`config.mk`:
```
export PLATFORM = sky130hd
export DESIGN_NAME = tone_sequencer
export DESIGN_NICKNAME = d
export VERILOG_FILES = /design/src/rtl/tone_seq_pkg.sv /design/src/rtl/tone_sequencer_sq_wave_gen.sv /design/src/rtl/tone_sequencer.sv
export SDC_FILE = /design/constraint.sdc
export NUM_CORES = 1
export LEC_CHECK = 0
export CORE_ASPECT_RATIO = 1.4
export CORE_MARGIN = 5
export CORE_UTILIZATION = 37
export CTS_BUF_LIST = sky130_fd_sc_hd__clkbuf_2 sky130_fd_sc_hd__clkbuf_4 sky130_fd_sc_hd__clkbuf_8
export CTS_CLUSTER_DIAMETER = 60
export DETAILED_ROUTE_END_ITERATION = 16
export SYNTH_ARGS = -nofsm -noshare
export SYNTH_HDL_FRONTEND = slang
export SYNTH_HIERARCHICAL = 1
export SYNTH_SLANG_ARGS = --single-unit
```
`constraint.sdc`:
```
create_clock -name clock -period 4.2 [get_ports clock]
set_input_delay 0.84 -clock clock [delete_from_list [all_inputs] [get_ports clock]]
set_output_delay 0.84 -clock clock [all_outputs]
set_load 0.005 [all_outputs]
```
`src/rtl/tone_seq_pkg.sv`:
```
// Shared definitions for the tone sequencer: FSM state encoding and table markers.
package tone_seq_pkg;

    typedef enum logic [2:0] {
        IDLE = 3'd0,
        LOAD = 3'd1,
        PLAY = 3'd2,
        GAP  = 3'd3,
        DONE = 3'd4
    } state_t;

    // A zero half-period is a rest; a zero duration marks the end of a song.
    localparam int unsigned REST_PERIOD = 0;
    localparam int unsigned END_DUR     = 0;

endpackage

```
`src/rtl/tone_sequencer_sq_wave_gen.sv`:
```
// Square-wave generator: toggles wave every 'period' enabled cycles, held low when
// disabled or resting.
module sq_wave_gen
    import tone_seq_pkg::*;
#(
    parameter int unsigned PERIOD_W = 20
) (
    input  logic                clock,
    input  logic                reset,
    input  logic                enable,
    input  logic [PERIOD_W-1:0] period,
    output logic                wave
);

    logic [PERIOD_W-1:0] tone_cnt_reg;

    always_ff @(posedge clock or posedge reset) begin
        if (reset) begin
            tone_cnt_reg <= '0;
            wave         <= 1'b0;
        end else if (!enable || period == PERIOD_W'(REST_PERIOD)) begin
            tone_cnt_reg <= '0;
            wave         <= 1'b0;
        end else if (tone_cnt_reg == period - PERIOD_W'(1)) begin
            tone_cnt_reg <= '0;
            wave         <= ~wave;
        end else begin
            tone_cnt_reg <= tone_cnt_reg + PERIOD_W'(1);
        end
    end

endmodule

```
`src/rtl/tone_sequencer.sv`:
```
// Multi-song square-wave note sequencer walking an external {song, index} note table.
// Define TONE_SEQ_ARTIC_EN to insert an ARTIC_CYC-cycle silent gap between notes.
module tone_sequencer
    import tone_seq_pkg::*;
#(
    parameter  int unsigned CLK_HZ    = 100_000_000,
    parameter  int unsigned DUR_DIV   = 8,
    parameter  int unsigned SONG_LEN  = 16,
    parameter  int unsigned NUM_SONGS = 4,
    parameter  int unsigned PERIOD_W  = 20,
    parameter  int unsigned DUR_W     = 5,
    parameter  int unsigned ARTIC_CYC = 1_000_000,
    localparam int unsigned IDX_W     = $clog2(SONG_LEN),
    localparam int unsigned SEL_W     = (NUM_SONGS > 1) ? $clog2(NUM_SONGS) : 1
) (
    input  logic                   clock,
    input  logic                   reset,
    input  logic                   start,
    input  logic                   stop,
    input  logic [SEL_W-1:0]       song_sel,
    input  logic                   loop,
    output logic [SEL_W+IDX_W-1:0] note_addr,
    input  logic [PERIOD_W-1:0]    note_period,
    input  logic [DUR_W-1:0]       note_dur,
    output logic                   audio_out,
    output logic                   aud_sd,
    output logic                   busy,
    output logic                   done
);

    localparam logic [31:0]      UNIT_CYC = 32'(CLK_HZ / DUR_DIV);
    localparam logic [IDX_W-1:0] LAST_IDX = IDX_W'(SONG_LEN - 1);

    state_t              state_reg;
    logic [SEL_W-1:0]    song_reg;
    logic [IDX_W-1:0]    index_reg;
    logic [PERIOD_W-1:0] period_reg;
    logic [31:0]         note_cyc_reg;
    logic [31:0]         time_cnt_reg;
    logic                busy_reg;
    logic                done_reg;
`ifdef TONE_SEQ_ARTIC_EN
    logic [31:0]         gap_cnt_reg;
`endif

    logic note_end;
    logic tone_en;

    assign note_end  = (time_cnt_reg == note_cyc_reg - 32'd1);
    // Dropping enable on the last note cycle (or on stop) makes the wave low the
    // moment the sequencer leaves PLAY.
    assign tone_en   = (state_reg == PLAY) && !stop && !note_end;
    assign note_addr = {song_reg, index_reg};
    assign aud_sd    = 1'b1;
    assign busy      = busy_reg;
    assign done      = done_reg;

    always_ff @(posedge clock or posedge reset) begin
        if (reset) begin
            state_reg    <= IDLE;
            song_reg     <= '0;
            index_reg    <= '0;
            period_reg   <= '0;
            note_cyc_reg <= '0;
            time_cnt_reg <= '0;
            busy_reg     <= 1'b0;
            done_reg     <= 1'b0;
`ifdef TONE_SEQ_ARTIC_EN
            gap_cnt_reg  <= '0;
`endif
        end else begin
            done_reg <= 1'b0;
            if (stop) begin
                state_reg    <= IDLE;
                busy_reg     <= 1'b0;
                index_reg    <= '0;
                time_cnt_reg <= '0;
                note_cyc_reg <= '0;
`ifdef TONE_SEQ_ARTIC_EN
                gap_cnt_reg  <= '0;
`endif
            end else begin
                case (state_reg)
                    IDLE: begin
                        if (start) begin
                            song_reg  <= song_sel;
                            index_reg <= '0;
                            busy_reg  <= 1'b1;
                            state_reg <= LOAD;
                        end
                    end
                    LOAD: begin
                        period_reg   <= note_period;
                        time_cnt_reg <= '0;
                        if (note_dur == DUR_W'(END_DUR)) begin
                            if (loop) begin
                                index_reg <= '0;
                            end else begin
                                done_reg  <= 1'b1;
                                state_reg <= DONE;
                            end
                        end else begin
                            note_cyc_reg <= 32'(note_dur) * UNIT_CYC;
                            state_reg    <= PLAY;
                        end
                    end
                    PLAY: begin
                        if (note_end) begin
                            time_cnt_reg <= '0;
                            if (index_reg == LAST_IDX) begin
                                if (loop) begin
                                    index_reg <= '0;
                                    state_reg <= LOAD;
                                end else begin
                                    done_reg  <= 1'b1;
                                    state_reg <= DONE;
                                end
                            end else begin
                                index_reg <= index_reg + IDX_W'(1);
`ifdef TONE_SEQ_ARTIC_EN
                                gap_cnt_reg <= '0;
                                state_reg   <= GAP;
`else
                                state_reg   <= LOAD;
`endif
                            end
                        end else begin
                            time_cnt_reg <= time_cnt_reg + 32'd1;
                        end
                    end
`ifdef TONE_SEQ_ARTIC_EN
                    GAP: begin
                        if (gap_cnt_reg == 32'(ARTIC_CYC - 1)) begin
                            gap_cnt_reg <= '0;
                            state_reg   <= LOAD;
                        end else begin
                            gap_cnt_reg <= gap_cnt_reg + 32'd1;
                        end
                    end
`endif
                    DONE: begin
                        busy_reg  <= 1'b0;
                        state_reg <= IDLE;
                    end
                    default: begin
                        busy_reg  <= 1'b0;
                        state_reg <= IDLE;
                    end
                endcase
            end
        end
    end

    sq_wave_gen #(
        .PERIOD_W (PERIOD_W)
    ) u_wave (
        .clock  (clock),
        .reset  (reset),
        .enable (tone_en),
        .period (period_reg),
        .wave   (audio_out)
    );

endmodule
```
# Word level (Yosys, flattened, before mapping)
# Index checks and enable logic that the tools add are counted.
# totals
regBits	116
latchBits	0
ram_bits	0
mem_bits_ro	0
in_bits	32
output_inout_bits	10
elab_cells	83
memories	0
# classes
n_addsub	5
n_mul	1
div	0
magnitude_cmp	0
eq_ne	11
shift	0
muxes	34
bitwise	2
reduce_logical	20
# op_table
cell	n
$mux W32	5
$pmux W32 S2	1
$mux W20	2
$add A32 B1 Y32 const B	1
$eq A32 B32 Y1	1
$sub A32 B1 Y32 const B	1
$mul A5 B19 Y24 const B	1
$mux W4	6
$mux W3	7
$add A20 B1 Y20 const B	1
$eq A20 B20 Y1	1
$logic_not A20 Y1	1
$sub A20 B1 Y20 const B	1
$pmux W4 S3	1
$mux W1	9
$ne A3 B3 Y1 const B	3
$pmux W3 S3	1
$reduce_and A2 Y1	3
$reduce_and A3 Y1	2
$logic_not A5 Y1	1
$add A4 B1 Y4 const B	1
$eq A4 B4 Y1 const B	1
$ne A4 B4 Y1 const B	1
$pmux W1 S2	2
other kinds (14)	19

# Logic depth before layout (Yosys ltp)
# depth
depth_word	7
mapped_depth	15
ltp_nobuf	15

# By module
# Netlist, hierarchy kept.
# by_module_without_submodules
mod	n_inst	cells_each	area_each_um2	seq_area_each_um2
tone_sequencer	1	689	6030.8	2152.1
sq_wave_gen	1	203	1727.9	525.5

# Worst setup path before layout
# Ideal clock, no wire load.
# synth_path
path_type	input to register
from	input note_dur[2]
to	register note_cyc_reg[26]
setup_ns	0.122
t_arrival_ns	4.424
required_ns	4.078
path_slack_ns	-0.346
stages	14
path_buffers	0
path_cell_list	fa_1 > fa_1 > inv_1 > fa_1 > inv_1 > ha_1 > a21o_1 > a21o_1 > a21oi_1 > nand2_1 > o211a_1 > o21a_1 > or3_1 > a32o_1
# synth_between
elab_chain_len	4
word_cells_on_any_way	7
cone_classes	1 x mul; 1 x eq/ne; 3 x mux; 2 x reduce/logical
# synth_rtl
item	line_no	rtl
start: declaration	tone_sequencer.sv:24	input logic [DUR_W-1:0] note_dur,
$mul A5 B19 Y24	tone_sequencer.sv:103	note_cyc_reg <= 32'(note_dur) * UNIT_CYC;
$mux W32	tone_sequencer.sv:95	if (note_dur == DUR_W'(END_DUR)) begin
$mux W32	tone_sequencer.sv:83	case (state_reg)
$mux W32	tone_sequencer.sv:73	if (stop) begin
end signal: assignment	tone_sequencer.sv:103	
end: declaration	tone_sequencer.sv:38	logic [31:0] note_cyc_reg;
# Parallel ways exist; a longest one is shown, timed or not. The select of a mux whose other input is x is not followed.
# A chain may end at the register's enable or synchronous reset.

# Worst setup path after layout
# Same ends and word-level chain as after synthesis.

==> flow_summary_export.csv <==
group,metric,value,unit
die,start_util,0.3774,
pwr,power.density,378.2,mW/mm^2
logic_synthesis,netlist_instances,892,
global_routing,antenna_found_initial,0,
clocking,h-tree-depth,3,
die,core,0.02056,mm^2
logic_synthesis,yosys.area_share.simple,0.2645,
die,die_area,0.02401,mm^2
logic_synthesis,synth_area,0.007759,mm^2
layout,utilization,0.4396,
clocking,clock-root-buffer,"clkbuf_8",
layout,layout_commonest_cell,"nand2_1",
global_routing,grt_pass1_vias,6415,
logic_synthesis,synthArstFlopShare,1.000,
route,drc,0,
logic_synthesis,synth_top_family_by_area,"simple AND/OR/NAND/NOR gates",
timing,final-setup-viol-count,0,
die,io_pins,42,
timing,fmax,242.3,MHz
clocking,cts_made_buffers,9,
logic_synthesis,synth_cell_types,77,
logic_synthesis,synth.yosys.seq_area_share,0.3451,
pwr,internal_power,2.130,mW
logic_synthesis,synth_seq_cells,107,
logic_synthesis,synth_adder_area_share,0.1032,
critical_path,cp_max_fo,3,
layout,final_area,0.009036,mm^2
route,vias,6462,
logic_synthesis,synthTopCellsByArea,"dfrtp_1, ha_1, nand2_1",
pwr,ir_drop,166.5,uV
pwr,p_seq_frac,0.368,
pwr,combPwrFrac,0.444,
layout,drive_gt1_frac,0.1128,
timing,fin_crit_sh,0.9825,
critical_path,start_kind,"input pin",
layout,final_cell_mix,"nand2_1, dfrtp_1, nor2_1",
pwr,power.leakage,3.992,nW
logic_synthesis,synthMuxAreaShare,0.004193,
route,drt-initial-drc-count,310,
critical_path,worst_ep_arrival_time,4.41,ns
logic_synthesis,synth_ff_type,"dfrtp_1",
die,rows,62,
logic_synthesis,synth_edf_count,0,
global_routing,grt_pass1_wl,31300,um
clocking,path_clk_slew,0.10,ns
pwr,p_sw_frac,0.3767,
layout,largest_register_ffs,32,
placement,io_buffers,40,
status,status,"finished, final reports clean",
layout,fin_cells,1231,
clocking,clk-insertion-delay-late,0.38,ns
layout,nNetsFinal,1058,
layout,antenna_cells,0,
logic_synthesis,synth-xor-area-share,0.1182,
route,routed_wl,18520,um
logic_synthesis,synth_warnings,6,
critical_path,cp-end-kind,"flip-flop",
timing,setup_ws,0.07362,ns
logic_synthesis,syn_nets,979,
run,drv_cap,0,
global_routing,grt_max_degree,45,
pwr,switchingPower,1.287,mW
timing,rsz0062_at_grt,"true",
clocking,cts_sinks,107,
timing,drv_slew,0,
logic_synthesis,syn_avg_cell_area,8.698,um^2
logic_synthesis,synth_area_leader_cell,"dfrtp_1",
die,fp.dieH,181.3,um
timing,min_period,4.126,ns
die,dieWidth,132.4,um
critical_path,cp.required,4.48,ns
placement,finalWeightedCongestion,0.8916,
timing,relSlewSlack,0.3082,
route,wl_per_cell,15.04,um
pwr,clockPowerShare,0.189,
timing,finClkSkew,0.01077,ns
placement,place_ws,-0.7312,ns
placement,placed_cell_area,0.008815,mm^2
clocking,cts_tree,"done",
critical_path,worstSetupPathType,"input pin to flip-flop",
layout,syn_to_final_growth,16.47,%
critical_path,reg2reg_depth,12,
worst_hold_path,hold_class,"flip-flop to flip-flop",
logic_synthesis,synth.top_cell.area_share,0.3451,
global_routing,groute.usage.overall,0.1569,
timing,holdWs,0.5218,ns
placement,dpl.hpwl,14430,um
clocking,clockBufferDepth,2,
placement,dp.cells,1212,
route,firstDrtPassIters,5,
worst_hold_path,hold_depth,1,
route,drtAntennaViolNets,0,
global_routing,grt_overflow,0,
logic_synthesis,synth_compound_area_frac,0.1193,
timing,hold_viol_final,0,
route,via_per_inst,5.249,
timing,worst_pin_slew,1.038,ns
==> critical path, stage by stage <==
cell	delay, ns
clkbuf_2	0.11
fa_2	0.50
fa_1	0.59
inv_2	0.05
fa_1	0.55
inv_2	0.05
ha_4	0.20
a21o_1	0.16
a21o_1	0.20
a21oi_2	0.16
nand2_1	0.07
o211a_1	0.22
o21a_1	0.17
or3_1	0.30
a32o_1	0.24
==> Yosys cell counts (6+ instances only) <==
| cell type | count |
|---|---|
| nor3_1 | 51 |
| a31oi_1 | 7 |
| or3_1 | 13 |
| ha_1 | 40 |
| nand3_1 | 35 |
| nand2_1 | 130 |
| o31ai_1 | 8 |
| a22oi_1 | 6 |
| nor2b_1 | 8 |
| inv_1 | 48 |
| xnor2_1 | 49 |
| nand3b_1 | 6 |
| o21ai_0 | 33 |
| fa_1 | 15 |
| nand4_1 | 18 |
| clkbuf_1 | 23 |
| nand2b_1 | 12 |
| dfrtp_1 | 107 |
| o211ai_1 | 6 |
| nor4_1 | 10 |
| and3_1 | 16 |
| xor2_1 | 53 |
| buf_2 | 6 |
| a21oi_1 | 21 |
| nor2_1 | 71 |
==> routing by layer <==
metal | vias up | routed length, um | global-route usage
met1 | 3085 | 7835 | 0.1817
met5 | - | 0 | 0
met4 | 0 | 444 | 0.05460
li1 | 3270 | - | -
met2 | 76 | 9827 | 0.2892
met3 | 31 | 408 | 0.02560
==> final timing paths <==
path,startpoint,endpoint,slack [ns]
hold / removal,song_reg[0]$_DFFE_PP0P_,song_reg[0]$_DFFE_PP0P_,0.52
hold reg to reg,song_reg[0]$_DFFE_PP0P_,song_reg[0]$_DFFE_PP0P_,0.52
setup / recovery,note_dur[2],note_cyc_reg[26]$_DFFE_PP0P_,0.07
min in group asynchronous,reset,period_reg[16]$_DFFE_PP0P_,0.94
max in group asynchronous,reset,time_cnt_reg[20]$_DFFE_PP0P_,2.56
setup reg to reg,note_cyc_reg[10]$_DFFE_PP0P_,u_wave/tone_cnt_reg[13]$_DFF_PP0_,0.29
==> power by group through the flow <==
stage	clock, mW	sequential [mW]	combinational [mW]
floorplan	0	1.22	1.07
global placement	0	1.28	1.49
detailed placement	0	1.28	1.50
CTS	0.676	1.26	1.52
global route	0.710	1.28	1.69
finish	0.645	1.26	1.52
==> area by class of cell <==
cell class	instances	area, um^2
Clock buffer	9	123.9
Clock inverter	6	66.31
Fill cell	2052	11520
Inverter	49	185.2
Multi-Input combinational cell	701	4772
Sequential cell	107	2678
Tap cell	256	320.3
Timing Repair Buffer	103	890.9
==> timing repair <==
| item | in CTS | in global routing |
|---|---|---|
| resized for setup | 6 | 10 |
| pin swaps | 3 | 10 |
| hold buffers | 0 | 0 |
| endpoints found under the setup margin | 4 | 3 |
| setup buffers | 2 | 2 |
| gates cloned | 0 | 0 |
==> logic make-up (layout without fill, tap and decap cells) <==
group / Yosys count / count (layout)
adder cells (fa/ha/maj): 55 / 55
AND/OR/NAND/NOR: 407 / 407
flip-flops: 107 / 107
buffers and inverters: 84 / 167
XOR/XNOR: 103 / 103
multiplexers: 3 / 3
AO/OA/AOI/OAI: 132 / 132
other: 1 / 1
==> metrics by stage <==
| step | power (mW) | setup TNS (ns) |
|---|---|---|
| floorplan | 2.297 | -0.1070 |
| global placement | 2.762 | -3.645 |
| detailed placement | 2.773 | -4.136 |
| CTS | 3.453 | 0 |
| global route | 3.681 | -0.06068 |
| finish | 3.417 | 0 |
(Power assumes the default switching activity.)
